--- config.mk ---
export PLATFORM = sky130hd
export DESIGN_NAME = wallace_cpa_pipe
export DESIGN_NICKNAME = d
export VERILOG_FILES = /design/src/rtl/wallace_pkg.sv /design/src/rtl/wallace_cpa_half.sv /design/src/rtl/wallace_cpa_pipe.sv
export SDC_FILE = /design/constraint.sdc
export NUM_CORES = 1
export LEC_CHECK = 0
export ABC_AREA = 1
export CAP_MARGIN = 20
export CORE_ASPECT_RATIO = 0.5
export CORE_MARGIN = 2
export CORE_UTILIZATION = 37
export DETAILED_ROUTE_END_ITERATION = 7
export HOLD_SLACK_MARGIN = 0.15
export PLACE_DENSITY_LB_ADDON = 0.2
export SLEW_MARGIN = 20
export SYNTH_ARGS = -nofsm -noshare
export SYNTH_HDL_FRONTEND = slang
export SYNTH_SLANG_ARGS = --single-unit
--- constraint.sdc ---
create_clock -name clk -period 3.4 [get_ports clk]
set_clock_uncertainty 0.2 [all_clocks]
set_input_delay 0.34 -clock clk [delete_from_list [all_inputs] [get_ports clk]]
set_output_delay 0.34 -clock clk [all_outputs]
set_load 0.03 [all_outputs]
--- src/rtl/wallace_pkg.sv ---
// wallace_pkg: shared widths and parameter checks for the wallace multiplier datapath
package wallace_pkg;

   localparam int WALLACE_PROD_W = 32;

   function automatic int half_of(input int w);
      return w / 2;
   endfunction

   function automatic bit width_ok(input int w);
      return (w % 2 == 0) && (w >= 4);
   endfunction

endpackage

--- src/rtl/wallace_cpa_half.sv ---
// wallace_cpa_half: combinational W-bit ripple adder with carry in and carry out
module wallace_cpa_half #(
   parameter int W = 16
) (
   input  logic [W-1:0] a,
   input  logic [W-1:0] b,
   input  logic         cin,
   output logic [W-1:0] sum,
   output logic         cout
);

   assign {cout, sum} = {1'b0, a} + {1'b0, b} + {{W{1'b0}}, cin};

endmodule

--- src/rtl/wallace_cpa_pipe.sv ---
// wallace_cpa_pipe: two-stage pipelined carry-propagate adder merging compressor S/C rows
module wallace_cpa_pipe
   import wallace_pkg::*;
#(
   parameter int WIDTH = WALLACE_PROD_W
) (
   input  logic             clk,
   input  logic             rst_n,
   input  logic             in_valid,
   output logic             in_ready,
   input  logic [WIDTH-1:0] in_s,
   input  logic [WIDTH-1:0] in_c,
   output logic             out_valid,
   input  logic             out_ready,
   output logic [WIDTH-1:0] out_sum,
   output logic             out_cout
);

   localparam int HALF = half_of(WIDTH);

   generate
      if (!width_ok(WIDTH)) begin : g_bad_width
         $error("wallace_cpa_pipe: WIDTH must be even and >= 4");
      end
   endgenerate

   logic [WIDTH-1:0] b_in;
   logic [HALF-1:0]  lo_sum_d, lo_sum, a_hi, b_hi, hi_sum;
   logic             lo_carry_d, lo_carry, c_msb, hi_cout;
   logic             s1_valid, in_fire, s2_free, s1_adv;

   // C[i] carries weight 2^(i+1); its top bit falls outside the sum and only feeds cout
   assign b_in     = {in_c[WIDTH-2:0], 1'b0};
   assign s2_free  = !out_valid | out_ready;
   assign s1_adv   = s1_valid & s2_free;
   assign in_ready = rst_n & (!s1_valid | s2_free);
   assign in_fire  = in_valid & in_ready;

   wallace_cpa_half #(.W(HALF)) u_lo (
      .a    (in_s[HALF-1:0]),
      .b    (b_in[HALF-1:0]),
      .cin  (1'b0),
      .sum  (lo_sum_d),
      .cout (lo_carry_d)
   );

   wallace_cpa_half #(.W(HALF)) u_hi (
      .a    (a_hi),
      .b    (b_hi),
      .cin  (lo_carry),
      .sum  (hi_sum),
      .cout (hi_cout)
   );

   // Stage 1: low-half sum plus the raw high-half operands, loaded on input transfer
   always_ff @(posedge clk or negedge rst_n) begin
      if (!rst_n) begin
         s1_valid <= 1'b0;
         lo_sum   <= '0;
         lo_carry <= 1'b0;
         a_hi     <= '0;
         b_hi     <= '0;
         c_msb    <= 1'b0;
      end else begin
         s1_valid <= in_fire | (s1_valid & !s1_adv);
         if (in_fire) begin
            lo_sum   <= lo_sum_d;
            lo_carry <= lo_carry_d;
            a_hi     <= in_s[WIDTH-1:HALF];
            b_hi     <= b_in[WIDTH-1:HALF];
            c_msb    <= in_c[WIDTH-1];
         end
      end
   end

   // Stage 2: finish the high half and hold the result until downstream takes it
   always_ff @(posedge clk or negedge rst_n) begin
      if (!rst_n) begin
         out_valid <= 1'b0;
         out_sum   <= '0;
         out_cout  <= 1'b0;
      end else begin
         out_valid <= s1_adv | (out_valid & !out_ready);
         if (s1_adv) begin
            out_sum  <= {hi_sum, lo_sum};
            out_cout <= hi_cout | c_msb;
         end
      end
   end

endmodule

==> reports/qor.txt <==
type of origin of the critical path -> input pin
Port Buffers -> 102
largest driver fanout on the critical path -> 2
weighted congestion at the end of routability-driven global placement -> 0.8255
number of design rule violations left after detail routing -> 0
clock transition at the registers of the reported paths -> 60 ps
setup repair after global routing missed its margin -> false
clock tree from TritonCTS -> done
status -> finished, final reports clean
Top Ports -> 103
floorplan die area -> 14,630 um^2
Yosys reg bits -> 85
simple-gate share of the synthesized area -> 36.32%
count of clock tree sinks -> 85
Post-Synthesis Net Count -> 802
worst slew pin tran -> 634.5 ps
critical path class -> input pin to output port
area of the placeable core -> 13,440 um^2
warning count from the yosys run -> 0
WL final -> 11.60 mm
root buf cell -> clkbuf_16
total global routing track utilization -> 16.80%
global route total overflow -> 0
first-pass iteration count of the detailed router -> 6
ys flop type -> dfrtp_1
relative area change from synthesis to final layout -> 29.84%
Post CTS Setup Buffer Count -> 0
total CTS buffers -> 9
count of mapped cells out of synthesis -> 701
cells taking the most area after synthesis -> dfrtp_1 42%, nand2_1 25%, ha_1 7.4%
minimum clock period -> 2303 ps
pin count of the biggest net entering global routing -> 52
final total negative setup slack -> 0 ps
fraction of post-synthesis cell area in the top cell type by area -> 42.20%
dominant cell type by area after synthesis -> dfrtp_1
Avg Synthesized Cell Area -> 7.189 um^2
total number of nets in the final design -> 906
fin cells -> 985
Vias -> 4,495
total of fill cells in the finished design -> 1,382
most used standard cell by instance count after synthesis -> nand2_1
maximum clock path buffer count -> 2
Leak Pwr -> 3.512 nW
Synth Cell Area -> 5040 um^2
Die Span X -> 169.1 um
worst ir drop on vdd -> 0.0002606 V
Chip Height -> 86.53 um
Post-Synth XOR/XNOR Area -> 0.8689%
number of diodes -> 0
finished layout cell area -> 6544 um^2
standard-cell rows -> 30
arrival time of the worst setup path -> 1760 ps
count of final hold-check violations -> 0
post-detailed-placement half-perimeter wirelength -> 8.881 mm
first-pass GRT wire length -> 19.61 mm
Crit path required time -> 2860 ps
max-slew headroom at the worst pin -> 57.70%
remaining number of nets flagged by the antenna check after routing -> 0
Via-to-Cell Ratio -> 4.563
count of routing violations after the opening detailed-route iteration -> 218
number of antenna violations at the first check in global routing -> 0
max-slew violation count -> 0
sequential area share after synthesis -> 42.20%
final routed wire length divided by cell count -> 11.78 um
final clock period utilization by the worst path -> 67.72%
setup-violating endpoint count in the final report -> 0
placement-stage cell area -> 6221 um^2
count of distinct cell types in the synthesized netlist -> 30
most used standard cells in the synthesized netlist -> 342 x nand2_1, 85 x dfrtp_1, 78 x inv_1, 41 x nand3_1, 30 x ha_1
main combinational cell family by area after synthesis -> simple AND/OR/NAND/NOR gates
class of the tightest hold or removal check -> register to register
Placed Cells incl. Taps -> 969
share of post-route cells with drive strength above 1 -> 5.439%
count of flip-flops with a built-in enable after synthesis -> 0
max-capacitance violation count -> 0
compound-gate portion of the synthesized area -> 3.898%
clock latency reported for the late side of the worst-skew pair -> 340 ps
capturing element type of the critical path -> output port
Power Dens Cells -> 607.0 nW/um^2
multiplexer share of the synthesized area -> 0%
asr flop ratio synth -> 100.0%
post-synthesis adder-cell area fraction -> 8.640%
maximum level of the CTS H-tree -> 3
via count of the first global-routing pass -> 4,253
Max Clock Freq -> 0.4343 GHz
initial standard-cell utilization of the core -> 37.50%
[sequential cells by signal, indices dropped and copies added, names as in the netlist]
register and count:
a_hi 16, out_sum 32, c_msb 1, b_hi 16
s1_valid 1, lo_carry 1, out_valid 1, lo_sum 16
out_cout 1
[routing by layer]
metal / vias up / part of all wire, % / track usage [%]
li1: 2366 / - / -
met1: 2054 / 47 / 21.60
met2: 64 / 48 / 29.40
met3: 11 / 3.0 / 3.425
met4: 0 / 1.3 / 4.351
met5: - / 0 / 0
[worst paths after layout]
kind,endpoint,cells past startpoint,slack (ps),startpoint
min in group asynchronous,out_sum[11],3,410,rst_n
max in group asynchronous,out_sum[27],4,1580,rst_n
worst max register to register,out_sum[24],11,1140,a_hi[0]
worst min-delay path,out_sum[4],2,260,lo_sum[4]
worst min register to register,out_sum[4],2,260,lo_sum[4]
worst max-delay path,in_ready,5,1100,rst_n
[area by class of cell]
| class | count | area [um^2] | share of cell area, % |
|---|---|---|---|
| clock buffers | 9 | 225.2 | 3.442 |
| clock inverters | 6 | 87.58 | 1.338 |
| inverters | 81 | 304.0 | 4.646 |
| multi-input cells | 519 | 2506 | 38.30 |
| flip-flops and latches | 85 | 2127 | 32.50 |
| well taps | 176 | 220.2 | 3.365 |
| repair buffers | 109 | 1074 | 16.41 |
[repair_timing]
| item | in CTS | in global routing |
|---|---|---|
| setup endpoints to repair | 0 | 0 |
| resized for setup | 0 | 0 |
| hold endpoints to repair | 34 | 0 |
| hold buffers | 1 | 0 |
[logic make-up after synthesis]
kind of cell,after synthesis
compound gates,37
xor+xnor,5
simple gates,444
fa+ha+maj,33
buf+inv,97
flops,85
[power by group]
part	internal [mW]	switching, mW
combinational	0.630	0.912
sequential	1.26	0.134
clock	0.640	0.399
total	2.53	1.44
[critical path: stages]
cell and delay [ps]:
dlygate4sd3_1 520, buf_4 130, nand2_1 60, inv_2 60
clkdlybuf4s50_1 650
[through the flow]
stage | setup WS, ps | total power, mW | hold WS, ps | util [%]
finish | 1098 | 3.972 | 264.0 | 48.70
global route | 994.0 | 4.251 | 301.3 | 48.70
CTS | 1077 | 4.024 | 266.7 | 48.70
detailed placement | 1013 | 2.966 | 250.3 | 46.29
global placement | 1038 | 2.946 | 258.1 | 46.29
floorplan | 1434 | 2.371 | -155.6 | -
[cell usage in the layout, fill, tap and decap left out, drive strengths merged]
cell type      instances
a2bb2oi                1
and2                   2
dlygate4sd3            1
clkinv                 3
nand2                351
inv                   82
xnor2                  4
dfrtp                 85
o21ai                 20
nand4                  3
bufinv                 2
or2                    7
nor3                   6
nand3b                 6
nor2                  26
a21oi                 16
clkdlybuf4s50        101
fa                     3
ha                    30
buf                    7
nand3                 43
xor2                   1
clkbuf                 9
Power figures use the tool's default switching activity.
==> patch 1 (same flow settings) <==
Reset style: synchronous (`rst_n`), changed in 2 clocked blocks.
--- a/src/rtl/wallace_cpa_pipe.sv
+++ b/src/rtl/wallace_cpa_pipe.sv
@@ -54,5 +54,5 @@
 
    // Stage 1: low-half sum plus the raw high-half operands, loaded on input transfer
-   always_ff @(posedge clk or negedge rst_n) begin
+   always_ff @(posedge clk) begin
       if (!rst_n) begin
          s1_valid <= 1'b0;
@@ -75,5 +75,5 @@
 
    // Stage 2: finish the high half and hold the result until downstream takes it
-   always_ff @(posedge clk or negedge rst_n) begin
+   always_ff @(posedge clk) begin
       if (!rst_n) begin
          out_valid <= 1'b0;
Formal check against the unedited RTL: differs if rst_n is asserted again (counterexample within 4 cycles, from zero or initial values and one cycle with rst_n low); with rst_n held inactive, the same outputs for 10 cycles.
==> patch 1 against the unedited design <==
Routed wire length decreased by 0.97%. Sequential cell count unchanged. Design area decreased by 5.6%. Non-clock buffer count decreased by 3. Worst setup slack got worse by 0.10 ns. Worst hold slack got worse by 0.0086 ns. Via count decreased by 0.85%. Sequential share of layout area decreased by 4.9 points. Area after synthesis decreased by 6.1%. Core utilization increased by 0.34 points. Highest routed layer unchanged.
Power is not compared: it rests on default switching activity, and its combinational part moved more than twofold at a synthesized area within 25%.
==> patch 1: results (changes against the unedited design) <==
Synth area leaders -> dfxtp_1, nand2_1, nand3_1 (was dfrtp_1, nand2_1, ha_1)
IO Port Bufs -> 102 (unchanged)
Setup WS pre-CTS -> 0.8867 ns (was 1.013 ns)
DP Cell Count -> 971 (was 969)
DRT Pass-1 Iters -> 5 (was 6)
Initial antenna violation count -> 0 (unchanged)
Outcome -> finished, final reports clean (unchanged)
Register clock-pin slew on the reported worst setup and hold paths -> 0.07 ns
CTS buffer count -> 9 (unchanged)
DRT iter0 DRCs -> 276 (was 218)
Synth unique cells -> 30 (unchanged)
Worst skew pair latency -> 0.34 ns (about the same)
CTS Root Cell -> clkbuf_16 (unchanged)
Area of placed instances -> 5867 µm² (was 6221 µm²)
WL met3 -> 462 µm (was 343 µm)
Number of global-route vias before repair -> 3969 (was 4253)
CP Max Fanout -> 3 (was 2)
Synth top cells by count -> nand2_1, inv_1, dfxtp_1 (was nand2_1, dfrtp_1, inv_1)
Comb. pwr -> 575 µW
Post_cts resized -> 0 (unchanged)
Post-synth top flop -> dfxtp_1 (was dfrtp_1)
Syn_nets -> 821 (was 802)
Routed wire length -> 11.49 mm (was 11.60 mm)
Slew margin rel. -> 57.19% (was 57.70%)
DRC -> 0 (unchanged)
Fill count -> 1309 (was 1382)
DP Wirelength -> 8.701 mm (was 8.881 mm)
Largest net degree at the start of global routing -> 69 (was 52)
Top Layer Used -> met4 (unchanged)
Total number of vias -> 4457 (was 4495)
IR Drop Worst-Case VDD -> 0.2393 mV
Yosys warning total -> 0 (unchanged)
CP arrival -> 1.86 ns (was 1.76 ns)
Slowest stage delay, CP -> 0.71 ns (was 0.65 ns)
First-pass GRT wire length -> 18.63 mm (was 19.61 mm)
Combinational power share -> 21.3%
HP Class -> reg2reg (unchanged)
Fraction of registers with async set or reset after synthesis -> 0% (was 100.0%)
Wire length on met1 -> 5.505 mm (was 5.489 mm)
Mapped Cells -> 720 (was 701)
CTS H-tree depth -> 3 (unchanged)
Nets -> 913 (was 906)
Power Clock -> 1010 µW
Sequential share of the synthesized area -> 35.94% (was 42.20%)
Total GRT Usage -> 16.72% (was 16.80%)
Met2 WL -> 5.465 mm (was 5.612 mm)
Non-Filler Instances -> 987 (was 985)
GP Congestion -> 0.8835 (was 0.8255)
Share of cells above drive strength 1 -> 3.672% (was 5.439%)
Largest register FFs -> 32 (unchanged)
Setup_tns -> 0 ns (unchanged)
-- patch 1: changes by cell type after synthesis, sizes merged, moves of 3 or more --
| cell | change |
|---|---|
| nand2 | -128 |
| dfrtp | -85 |
| dfxtp | +85 |
| nand3 | +37 |
| nor2 | +35 |
| inv | +24 |
| a21oi | +22 |
| o21ai | +20 |
| clkbuf | +6 |
| nand3b | -5 |
| or2 | -4 |
| buf | +3 |
| o211ai | +3 |
| xnor2 | +3 |
-- patch 1: kinds of logic after synthesis --
| logic type | Yosys count | synth area share (%) |
|---|---|---|
| AO/OA/AOI/OAI | 83 | 9.038 |
| XOR/XNOR | 9 | 1.665 |
| adder cells (fa/ha/maj) | 33 | 9.197 |
| buffers and inverters | 130 | 10.99 |
| flip-flops | 85 | 35.94 |
| AND/OR/NAND/NOR | 380 | 33.17 |
-- patch 1: worst paths after layout --
check,cells after the start,to,startpoint,slack (ns)
setup reg to reg,11,out_sum[24],lo_carry,1.22
hold reg to reg,2,out_sum[2],lo_sum[2],0.26
setup / recovery,8,in_ready,out_ready,1.0
hold / removal,2,out_sum[2],lo_sum[2],0.26
-- patch 1: area by class of cell --
cell class                 count  area [µm²]  area share [%]
inverter                     105       394.1           6.383
sequential                    85        1702           27.56
multi-input combinational    505        2512           40.69
timing repair buffer         106        1046           16.94
clock inverter                 7       82.58           1.337
tap                          170       212.7           3.445
clock buffer                   9       225.2           3.647
-- patch 1: routing by layer --
| layer | global-route usage (%) | up-vias |
|---|---|---|
| li1 | - | 2448 |
| met1 | 21.86 | 1933 |
| met2 | 28.76 | 72 |
| met3 | 3.130 | 4 |
| met4 | 3.429 | 0 |
| met5 | 0 | - |
==> patch 2 (same settings) <==
Made on the original files. The package constant `WALLACE_PROD_W` goes from 32 to 64.
--- a/src/rtl/wallace_pkg.sv
+++ b/src/rtl/wallace_pkg.sv
@@ -2,5 +2,5 @@
 package wallace_pkg;
 
-   localparam int WALLACE_PROD_W = 32;
+   localparam int WALLACE_PROD_W = 64;
 
    function automatic int half_of(input int w);
Interface: changed (resized in_c, in_s and out_sum); port bits go from 103 to 199. No check against the original RTL was run, so the function may have changed too.
==> patch 2 against the unedited design <==
Final cell count rose by 130%. Largest power group unchanged. Routed wire length rose to 2.6 times the old value. Worst setup slack got worse by 0.27 ns. Area after synthesis rose by 110%. Sequential cell count rose by 80. Design area rose by 110%. Fmax fell by 11%. Power rose by 100%. Non-clock buffer count rose by 100. Via count rose by 130%.
==> patch 2: results (changes against the unedited design) <==
Fill count -> 3029 (was 1382)
Comb. pwr -> 3400 µW (was 1540 µW)
Wire length on met1 -> 14.80 mm (was 5.489 mm)
Flop pwr share -> 34.4% (was 35.0%)
Routed wire length -> 29.84 mm (was 11.60 mm)
Sequential share of cell area -> 29.97% (was 32.50%)
Sequential share of the synthesized area -> 38.24% (was 42.20%)
Plain + repair buffers -> 209 (was 109)
Sink Count -> 165 (was 85)
Hold Path Cell Cnt -> 3 (was 2)
Final min period -> 2.575 ns (was 2.303 ns)
Worst Hold End -> b_hi[31] (was out_sum[4])
IR Drop Worst-Case VDD -> 0.2823 mV (was 0.2606 mV)
CTS H-tree depth -> 4 (was 3)
Mapped Cells -> 1631 (was 701)
Synth area leaders -> dfrtp_1, nand2_1, inv_1 (was dfrtp_1, nand2_1, ha_1)
HP Class -> in2reg (was reg2reg)
First-pass GRT wire length -> 50.09 mm (was 19.61 mm)
Cts hold-fix bufs -> 2 (was 1)
Number of global-route vias before repair -> 9850 (was 4253)
Synth unique cells -> 33 (was 30)
IO Port Bufs -> 198 (was 102)
Slew margin rel. -> 39.25% (was 57.70%)
CP Max Fanout -> 3 (was 2)
Internal power -> 4789 µW (was 2528 µW)
Leakage power total -> 0.007534 µW (was 0.003512 µW)
WL met3 -> 1.052 mm (was 343 µm)
Met3 Resource Use GR -> 3.577% (was 3.425%)
DR WL/cell -> 13.38 µm (was 11.78 µm)
Share of cells above drive strength 1 -> 3.536% (was 5.439%)
Hold Crit Start -> in_c[62] (was lo_sum[4])
Nets -> 2022 (was 906)
WHS -> 0.2288 ns (was 0.2640 ns)
Worst skew pair latency -> 0.44 ns (was 0.34 ns)
Largest net degree at the start of global routing -> 89 (was 52)
DRT Pass-1 Iters -> 5 (was 6)
DRT iter0 DRCs -> 600 (was 218)
CTS buffer count -> 17 (was 9)
Largest register FFs -> 64 (was 32)
Worst reg-to-reg setup slack -> 0.82 ns (was 1.14 ns)
Mean Syn Cell Area -> 6.620 µm² (was 7.189 µm²)
Outcome -> finished, final reports clean (unchanged)
Setup crit start kind -> register (was input pin)
==> patch 2: cell types whose count changed after synthesis, moves of 21 or more <==
cell | unedited run | this run
nand2_1 | 342 | 783
ha_1 | 30 | 62
inv_1 | 78 | 229
a21oi_1 | 14 | 42
xnor2_1 | 4 | 25
dfrtp_1 | 85 | 165
nand3_1 | 41 | 88
nor2_1 | 26 | 92
o21ai_0 | 13 | 41
==> patch 2: worst max-delay path, stage by stage, from the launching register on <==
cell      delay, ns
dfrtp_1        0.40
fa_1           0.52
inv_1          0.10
fa_1           0.21
inv_1          0.09
nand3_1        0.07
nand3_1        0.16
nand3_1        0.11
nand3_1        0.18
nand2_1        0.15
nand3b_1       0.09
nand3_1        0.10
nand2_1        0.07
==> patch 2: cells by family (layout without fill, tap and decap cells) <==
kind of cell	count (synthesis)	count (layout)	synth area share, %
simple gates	1004	1004	37.01
buf+inv	267	474	9.733
flops	165	165	38.24
compound gates	103	103	5.087
fa+ha+maj	65	65	7.740
xor+xnor	27	27	2.190
